--- config.mk ---
export PLATFORM = sky130hd
export DESIGN_NAME = nonce_collector
export DESIGN_NICKNAME = d
export VERILOG_FILES = /design/src/rtl/nonce_collector.sv
export SDC_FILE = /design/constraint.sdc
export NUM_CORES = 1
export LEC_CHECK = 0
export ABC_CLOCK_PERIOD_IN_PS = 14350
export CAP_MARGIN = 20
export CELL_PAD_IN_SITES_DETAIL_PLACEMENT = 2
export CELL_PAD_IN_SITES_GLOBAL_PLACEMENT = 2
export CORE_ASPECT_RATIO = 1.1
export CORE_MARGIN = 2
export CORE_UTILIZATION = 47
export DETAILED_ROUTE_END_ITERATION = 7
export PLACE_DENSITY_LB_ADDON = 0.05
export SLEW_MARGIN = 5
export SYNTH_ARGS = -nofsm -noshare
export SYNTH_HDL_FRONTEND = slang
export SYNTH_SLANG_ARGS = --single-unit
--- constraint.sdc ---
create_clock -name osc_clk -period 14.35 [get_ports osc_clk]
set_input_delay 1.435 -clock osc_clk [delete_from_list [all_inputs] [get_ports osc_clk]]
set_output_delay 1.435 -clock osc_clk [all_outputs]
set_load 0.02 [all_outputs]
--- src/rtl/nonce_collector.sv ---
// Gathers golden nonces from NUM_HASHERS channels through a round-robin arbiter into a FWFT FIFO.
// Optional build macro NONCE_CORRECT_EN subtracts NONCE_OFFSET from each nonce on its way into the FIFO.
module nonce_collector #(
   parameter int          NUM_HASHERS  = 3,
   parameter int          FIFO_DEPTH   = 8,
   parameter int          LED_HOLD     = 2500000,
   parameter logic [31:0] NONCE_OFFSET = 32'd0,
   localparam int         HID_W        = (NUM_HASHERS > 1) ? $clog2(NUM_HASHERS) : 1,
   localparam int         CNT_W        = $clog2(FIFO_DEPTH) + 1
) (
   input  logic                      osc_clk,
   input  logic                      rst,
   input  logic [32*NUM_HASHERS-1:0] nonce_in,
   input  logic [NUM_HASHERS-1:0]    nonce_vld,
   output logic [31:0]               out_nonce,
   output logic [HID_W-1:0]          out_hid,
   output logic                      out_valid,
   input  logic                      out_ready,
   output logic [CNT_W-1:0]          fifo_count,
   output logic                      overflow,
   output logic                      led_act
);

   localparam int AW    = $clog2(FIFO_DEPTH);
   localparam int LED_W = $clog2(LED_HOLD + 1);

   logic [31:0]            slot_nonce [NUM_HASHERS];
   logic [NUM_HASHERS-1:0] pending;
   logic [NUM_HASHERS-1:0] granted;
   logic [HID_W-1:0]       rr_ptr;
   logic [HID_W-1:0]       grant_idx;
   logic [HID_W-1:0]       cand_idx;
   logic                   grant_vld;
   logic                   fifo_room;
   logic                   wr_en;
   logic                   rd_en;
   logic [31:0]            wr_data;

   logic [31:0]            mem_nonce [FIFO_DEPTH];
   logic [HID_W-1:0]       mem_hid   [FIFO_DEPTH];
   logic [AW-1:0]          wr_ptr;
   logic [AW-1:0]          rd_ptr;
   logic [LED_W-1:0]       led_cnt;

   assign out_valid = (fifo_count != '0);
   assign rd_en     = out_valid && out_ready;
   assign fifo_room = (fifo_count != CNT_W'(FIFO_DEPTH)) || rd_en;
   assign wr_en     = grant_vld;
   assign out_nonce = mem_nonce[rd_ptr];
   assign out_hid   = mem_hid[rd_ptr];
   assign led_act   = (led_cnt != '0);

   // Round-robin search begins one past the last granted channel.
   always_comb begin
      grant_vld = 1'b0;
      grant_idx = '0;
      cand_idx  = '0;
      granted   = '0;
      for (int k = 1; k <= NUM_HASHERS; k++) begin
         cand_idx = HID_W'((int'(rr_ptr) + k) % NUM_HASHERS);
         if (!grant_vld && pending[cand_idx]) begin
            grant_vld = 1'b1;
            grant_idx = cand_idx;
         end
      end
      if (!fifo_room) grant_vld = 1'b0;
      if (grant_vld) granted[grant_idx] = 1'b1;
   end

`ifdef NONCE_CORRECT_EN
   assign wr_data = slot_nonce[grant_idx] - NONCE_OFFSET;
`else
   logic unused_offset;
   assign unused_offset = ^NONCE_OFFSET;
   assign wr_data       = slot_nonce[grant_idx];
`endif

   always_ff @(posedge osc_clk) begin
      for (int i = 0; i < NUM_HASHERS; i++) begin
         if (nonce_vld[i] && (!pending[i] || granted[i])) slot_nonce[i] <= nonce_in[32*i +: 32];
      end
      if (wr_en) begin
         mem_nonce[wr_ptr] <= wr_data;
         mem_hid[wr_ptr]   <= grant_idx;
      end
   end

   // A strobe on a slot that is granted this cycle refills it instead of dropping.
   always_ff @(posedge osc_clk or posedge rst) begin
      if (rst) begin
         pending  <= '0;
         overflow <= 1'b0;
         rr_ptr   <= HID_W'(NUM_HASHERS - 1);
      end else begin
         if (grant_vld) rr_ptr <= grant_idx;
         for (int i = 0; i < NUM_HASHERS; i++) begin
            if (nonce_vld[i]) begin
               if (!pending[i] || granted[i]) pending[i] <= 1'b1;
               else                           overflow   <= 1'b1;
            end else if (granted[i]) begin
               pending[i] <= 1'b0;
            end
         end
      end
   end

   always_ff @(posedge osc_clk or posedge rst) begin
      if (rst) begin
         wr_ptr     <= '0;
         rd_ptr     <= '0;
         fifo_count <= '0;
         led_cnt    <= '0;
      end else begin
         if (wr_en) wr_ptr <= wr_ptr + 1'b1;
         if (rd_en) rd_ptr <= rd_ptr + 1'b1;
         case ({wr_en, rd_en})
            2'b10:   fifo_count <= fifo_count + 1'b1;
            2'b01:   fifo_count <= fifo_count - 1'b1;
            default: fifo_count <= fifo_count;
         endcase
         if (wr_en)                led_cnt <= LED_W'(LED_HOLD);
         else if (led_cnt != '0)   led_cnt <= led_cnt - 1'b1;
      end
   end

endmodule

### Word-level counts from Yosys, hierarchy flattened

Memories as Yosys holds them, arrays and structs flattened.
Index checks and enable logic that the tools add are counted.

* register bits: 38
* bits in writable memories: 368
* bits of input ports: 102
* memories: 3

Memory list
* mem_nonce: words 8, width 32, read ports 1, clocked after Yosys merged registers in 0, write ports 1, line 39 `logic [31:0] mem_nonce [FIFO_DEPTH];`
* slot_nonce: words 3, width 32, read ports 1, clocked after Yosys merged registers in 0, write ports 3, line 27 `logic [31:0] slot_nonce [NUM_HASHERS];`
* mem_hid: words 8, width 2, read ports 1, clocked after Yosys merged registers in 0, write ports 1, line 40 `logic [HID_W-1:0] mem_hid [FIFO_DEPTH];`

* add/subtract/negate cells: 8
* div/mod/pow operators: 3
* order comparisons: 5
* equality and inequality tests: 6
* mux-type cells: 42
* reduce and logical (&&, ||, !) cells: 26

Operators with widths (number)
* 32-bit by 3-bit modulo with 32-bit output, second input constant: 3
* 22-bit two-way mux: 2
* 1-bit two-way mux: 31
* 22-bit nonzero test: 1
* 22-bit by 1-bit subtractor with 22-bit output, second input constant: 1
* 2-bit by 3-bit less-than comparator with 1-bit output, second input constant: 4
* 2-bit nonzero test: 5
* 4-bit case mux with 2 select lines: 1
* 1-bit logical AND: 7
* 2-bit by 2-bit adder with 3-bit output, second input constant: 2
* 3-bit by 1-bit adder with 3-bit output, second input constant: 2
* 1-bit binary-select mux with 2-bit select: 3
* 2-bit two-way mux: 3
* 2-bit by 1-bit inequality test with 1-bit output, second input constant: 3
* 2-bit AND reduction: 3
* 1-bit logical NOT: 5
* 4-bit by 1-bit adder with 4-bit output, second input constant: 1
* 1-bit logical OR: 4
* 4-bit inequality test, second input constant: 1
* 4-bit nonzero test: 1
* 4-bit by 1-bit subtractor with 4-bit output, second input constant: 1
* 2-bit by 1-bit adder with 3-bit output, second input constant: 1
* 3-bit two-way mux: 1
* 1-bit demux with 2-bit select: 1
* 3 further kinds: 3

### Depth between registers and ports, before layout

* word-level depth: 23
* depth in mapped cells: 15
* depth with buffers taken out: 14

### Worst setup path after synthesis

Ideal clock, no wire load.

* path type: input -> register
* from: input out_ready
* to: memory mem_hid[4][0] (netlist bit), enable pin
* arrival: 4532 ps
* required time: 13875 ps
* setup slack: 9343 ps
* stages: 5
* path buffers: 0
* path through: nand2b_1 -> nor4_1 -> a31oi_4 -> nand2b_1 -> nor3b_1

* word-level cells in the longest chain between the ends: 5

Ends and longest elaborated chain
* start, declared: line 18 `input logic out_ready,`
* 1-bit logical AND: line 46 `assign rd_en = out_valid && out_ready;`
* 1-bit logical OR: line 47 `assign fifo_room = (fifo_count != CNT_W'(FIFO_DEPTH)) || rd_en;`
* 1-bit two-way mux: line 66 `if (!fifo_room) grant_vld = 1'b0;`
* 1-bit two-way mux: line 82 `if (wr_en) begin`
* 1-bit two-way mux (not written as such): line 84 `mem_hid[wr_ptr] <= grant_idx;`
* end, declared: line 40

No other way between the ends.

### Final worst setup path

* from: register rd_ptr[0]
* to: output out_nonce[31]

* word-level cells in the longest chain between the ends: 1

Ends and longest elaborated chain
* start, declared: line 42 `logic [AW-1:0] rd_ptr;`
* start signal, assigned: line 115 `if (rd_en) rd_ptr <= rd_ptr + 1'b1;`
* memory read 8 x 32 bit
* end, declared: line 15 `output logic [31:0] out_nonce,`

No other way between the ends.

==> flow_metrics.env <==
export IMPL_status="complete, no violations"
export IMPL_clock_sinks=406
export IMPL_nets=1081
export IMPL_final_common_cell="edfxtp_1"
export IMPL_detailed_place_hpwl_mm=27.7
export IMPL_grt_pass1_wl_mm=71.2
export IMPL_synthToLayoutAreaGrowth_pct=22.3
export IMPL_grt_antenna_before_repair=4
export IMPL_antenna_cells=0
export IMPL_synth_ff_latch_count=406
export IMPL_synth_avg_cell_area_um2=20.0
export IMPL_postCtsHoldBufs=0
export IMPL_crit_fanout=37
export IMPL_cts_tree="yes"
export IMPL_async_flop_share=0.0936
export IMPL_gp_congestion=0.711
export IMPL_synth_edf_count=368
export IMPL_avgRoutedWirePerCell_um=34.5
export IMPL_fin_crit_sh=0.345
export IMPL_grt_max_degree=71
export IMPL_worstMarginPinSlew_ns=1.12
export IMPL_max_stage_delay_ns=0.66
export IMPL_report_final_slew_viol_count=0
export IMPL_seq_area_frac_synth=0.756
export IMPL_fin_skew_ns=0.0283
export IMPL_cts_buffers_inserted=43
export IMPL_h_tree_depth=2
export IMPL_drt_pre_antenna_iters=5
export IMPL_initial_core_util=0.477
export IMPL_grt_pass1_vias=9756
export IMPL_row_count=70
export IMPL_vias=8624
export IMPL_viasPerCell=6.02
export IMPL_dieWidth_um=179
export IMPL_post_cts_buffers=0
export IMPL_synth_distinct_cells=56
export IMPL_syn_area_mm2=0.0159
export IMPL_crit_type="flop to output pin"
export IMPL_hold_depth=2
export IMPL_cp_end_kind="output pin"
export IMPL_yosys_warnings=0
export IMPL_netlist_instances=795
export IMPL_fmax_mhz=202
export IMPL_synth_main_ff_cell="edfxtp_1"
export IMPL_die_h_um=197
export IMPL_finalCriticalPeriod_ns=4.94
export IMPL_initialDrtViolationCount=712
export IMPL_critPathRequiredTime_ns=12.91
export IMPL_track_usage=0.289
export IMPL_path_delay_family="buffers and inverters"
export IMPL_start_kind="flop"
export IMPL_crit_buf_inv=3
export IMPL_worstHoldPathType="flop to flop"
export IMPL_dieArea_mm2=0.0353
export IMPL_rsz0062_at_grt="no"
export IMPL_layout_drive_gt1_share=0.215
export IMPL_overflow=0
export IMPL_io_buffers=142
export IMPL_finalSetupTns_ns=0
export IMPL_final_setup_viol_count=0
export IMPL_slew_headroom=0.254
export IMPL_path_cells="buf_4 -> buf_16 -> mux4_2 -> mux2_2 -> clkdlybuf4s50_1"
export IMPL_core_area_mm2=0.0333
export IMPL_maxCapViolCount=0
export IMPL_path_depth=5
export IMPL_drc=0
export IMPL_clk_pin_slew_ns=0.06
export IMPL_drtAntennaViolNets=0
export IMPL_r2r_cells=10
export IMPL_layout_common_cells="edfxtp_1 (368), clkdlybuf4s50_1 (142), mux4_2 (68)"
export IMPL_insertion_delay_ns=0.56
export IMPL_cp_slowest_cell="dfrtp_4"
export IMPL_fillers=2718
export IMPL_syn_num_nets=908
export IMPL_clockBufferDepth=3
export IMPL_io_pins=143
export IMPL_worst_ep_arrival_time_ns=3.51
export IMPL_wl_mm=49.4
export IMPL_cts_root_buf="clkbuf_16"
export IMPL_cts_resized=0
export IMPL_finalHoldViolations=0
cell usage after synthesis (all sizes together), types with 2 or more instances:
cell type    n  share of area
a21boi       2        0.00095
a21o        36          0.017
a21oi        5         0.0016
a22o        32          0.018
and2         3         0.0012
buf         25          0.010
clkbuf      11         0.0026
dfrtp       37          0.058
edfxtp     368           0.70
ha          10         0.0079
inv         14         0.0033
mux2        35          0.025
mux2i        6         0.0038
mux4        68          0.096
nand2       36         0.0085
nand2b       4         0.0016
nand3        3        0.00095
nor2        26         0.0066
nor3         5         0.0016
nor3b        4         0.0019
nor4         6         0.0037
o21ai        9         0.0031
or3          2        0.00079
or3b         2         0.0011
or4          3         0.0014
xnor2       12         0.0066
xor2        11         0.0061
kinds of logic after synthesis:
group	after synthesis	share of synthesized area
fa+ha+maj	11	0.00914
simple gates	101	0.0331
flops	406	0.756
mux	109	0.125
xor+xnor	23	0.0127
buf+inv	50	0.0160
compound gates	95	0.0478
path summary, 6_finish.rpt:
check                                         end  slack (ns)         from
worst min-delay path                  led_cnt[13]        0.55  led_cnt[13]
worst max-delay path                out_nonce[31]        9.41    rd_ptr[0]
max in group asynchronous               rd_ptr[0]       12.52          rst
worst min register to register        led_cnt[13]        0.55  led_cnt[13]
worst max register to register  slot_nonce[2][16]        9.82    rr_ptr[1]
min in group asynchronous              led_cnt[7]        1.40          rst
state kept, by name, summed over array words and instances (netlist names):
register / flops
mem_nonce: 256
slot_nonce: 96
led_cnt: 22
mem_hid: 16
fifo_count: 4
pending: 3
rd_ptr: 3
wr_ptr: 3
rr_ptr: 2
overflow: 1
layer usage:
layer	share of wire	vias to the layer above	track usage
met5	0.00014	-	0
met4	0.038	2	0.106
met3	0.053	101	0.0513
met2	0.52	337	0.507
met1	0.39	4638	0.360
li1	-	3546	-
worst reg2reg max path: stages (launching register included):
cell and delay, ns:
dfstp_2 0.56, inv_1 0.07, ha_1 0.28, nand2_1 0.15, o21ai_0 0.16, o21ai_2 0.34, mux2i_4 0.56, buf_4 0.56
nand2_1 0.29, a21boi_4 0.73, buf_4 0.45
stage by stage:
step	utilization	cell area, µm²	std cells	setup slack, ns	hold WS (ns)
6_report	0.583	19400	1432	9.41	0.546
5_1_grt	0.583	19400	1432	9.24	0.586
4_1_cts	0.581	19300	1428	9.07	0.551
3_5_place_dp	0.537	17900	1351	9.50	0.517
3_3_place_gp	0.537	17900	1351	9.71	0.501
2_1_floorplan	-	15900	795	9.34	0.483
layout make-up:
cell class,count,area [µm²],area share
repair buffers,164,1640,0.0847
clock inverters,21,278,0.0143
multi-input cells,339,3700,0.191
inverters,14,52.6,0.00271
clock buffers,56,1190,0.0612
flip-flops and latches,406,12000,0.619
well taps,432,541,0.0278
Power is left out: the tool's default activity adds up to more than one toggle a clock period on the data nets, which glitch-free logic cannot reach.
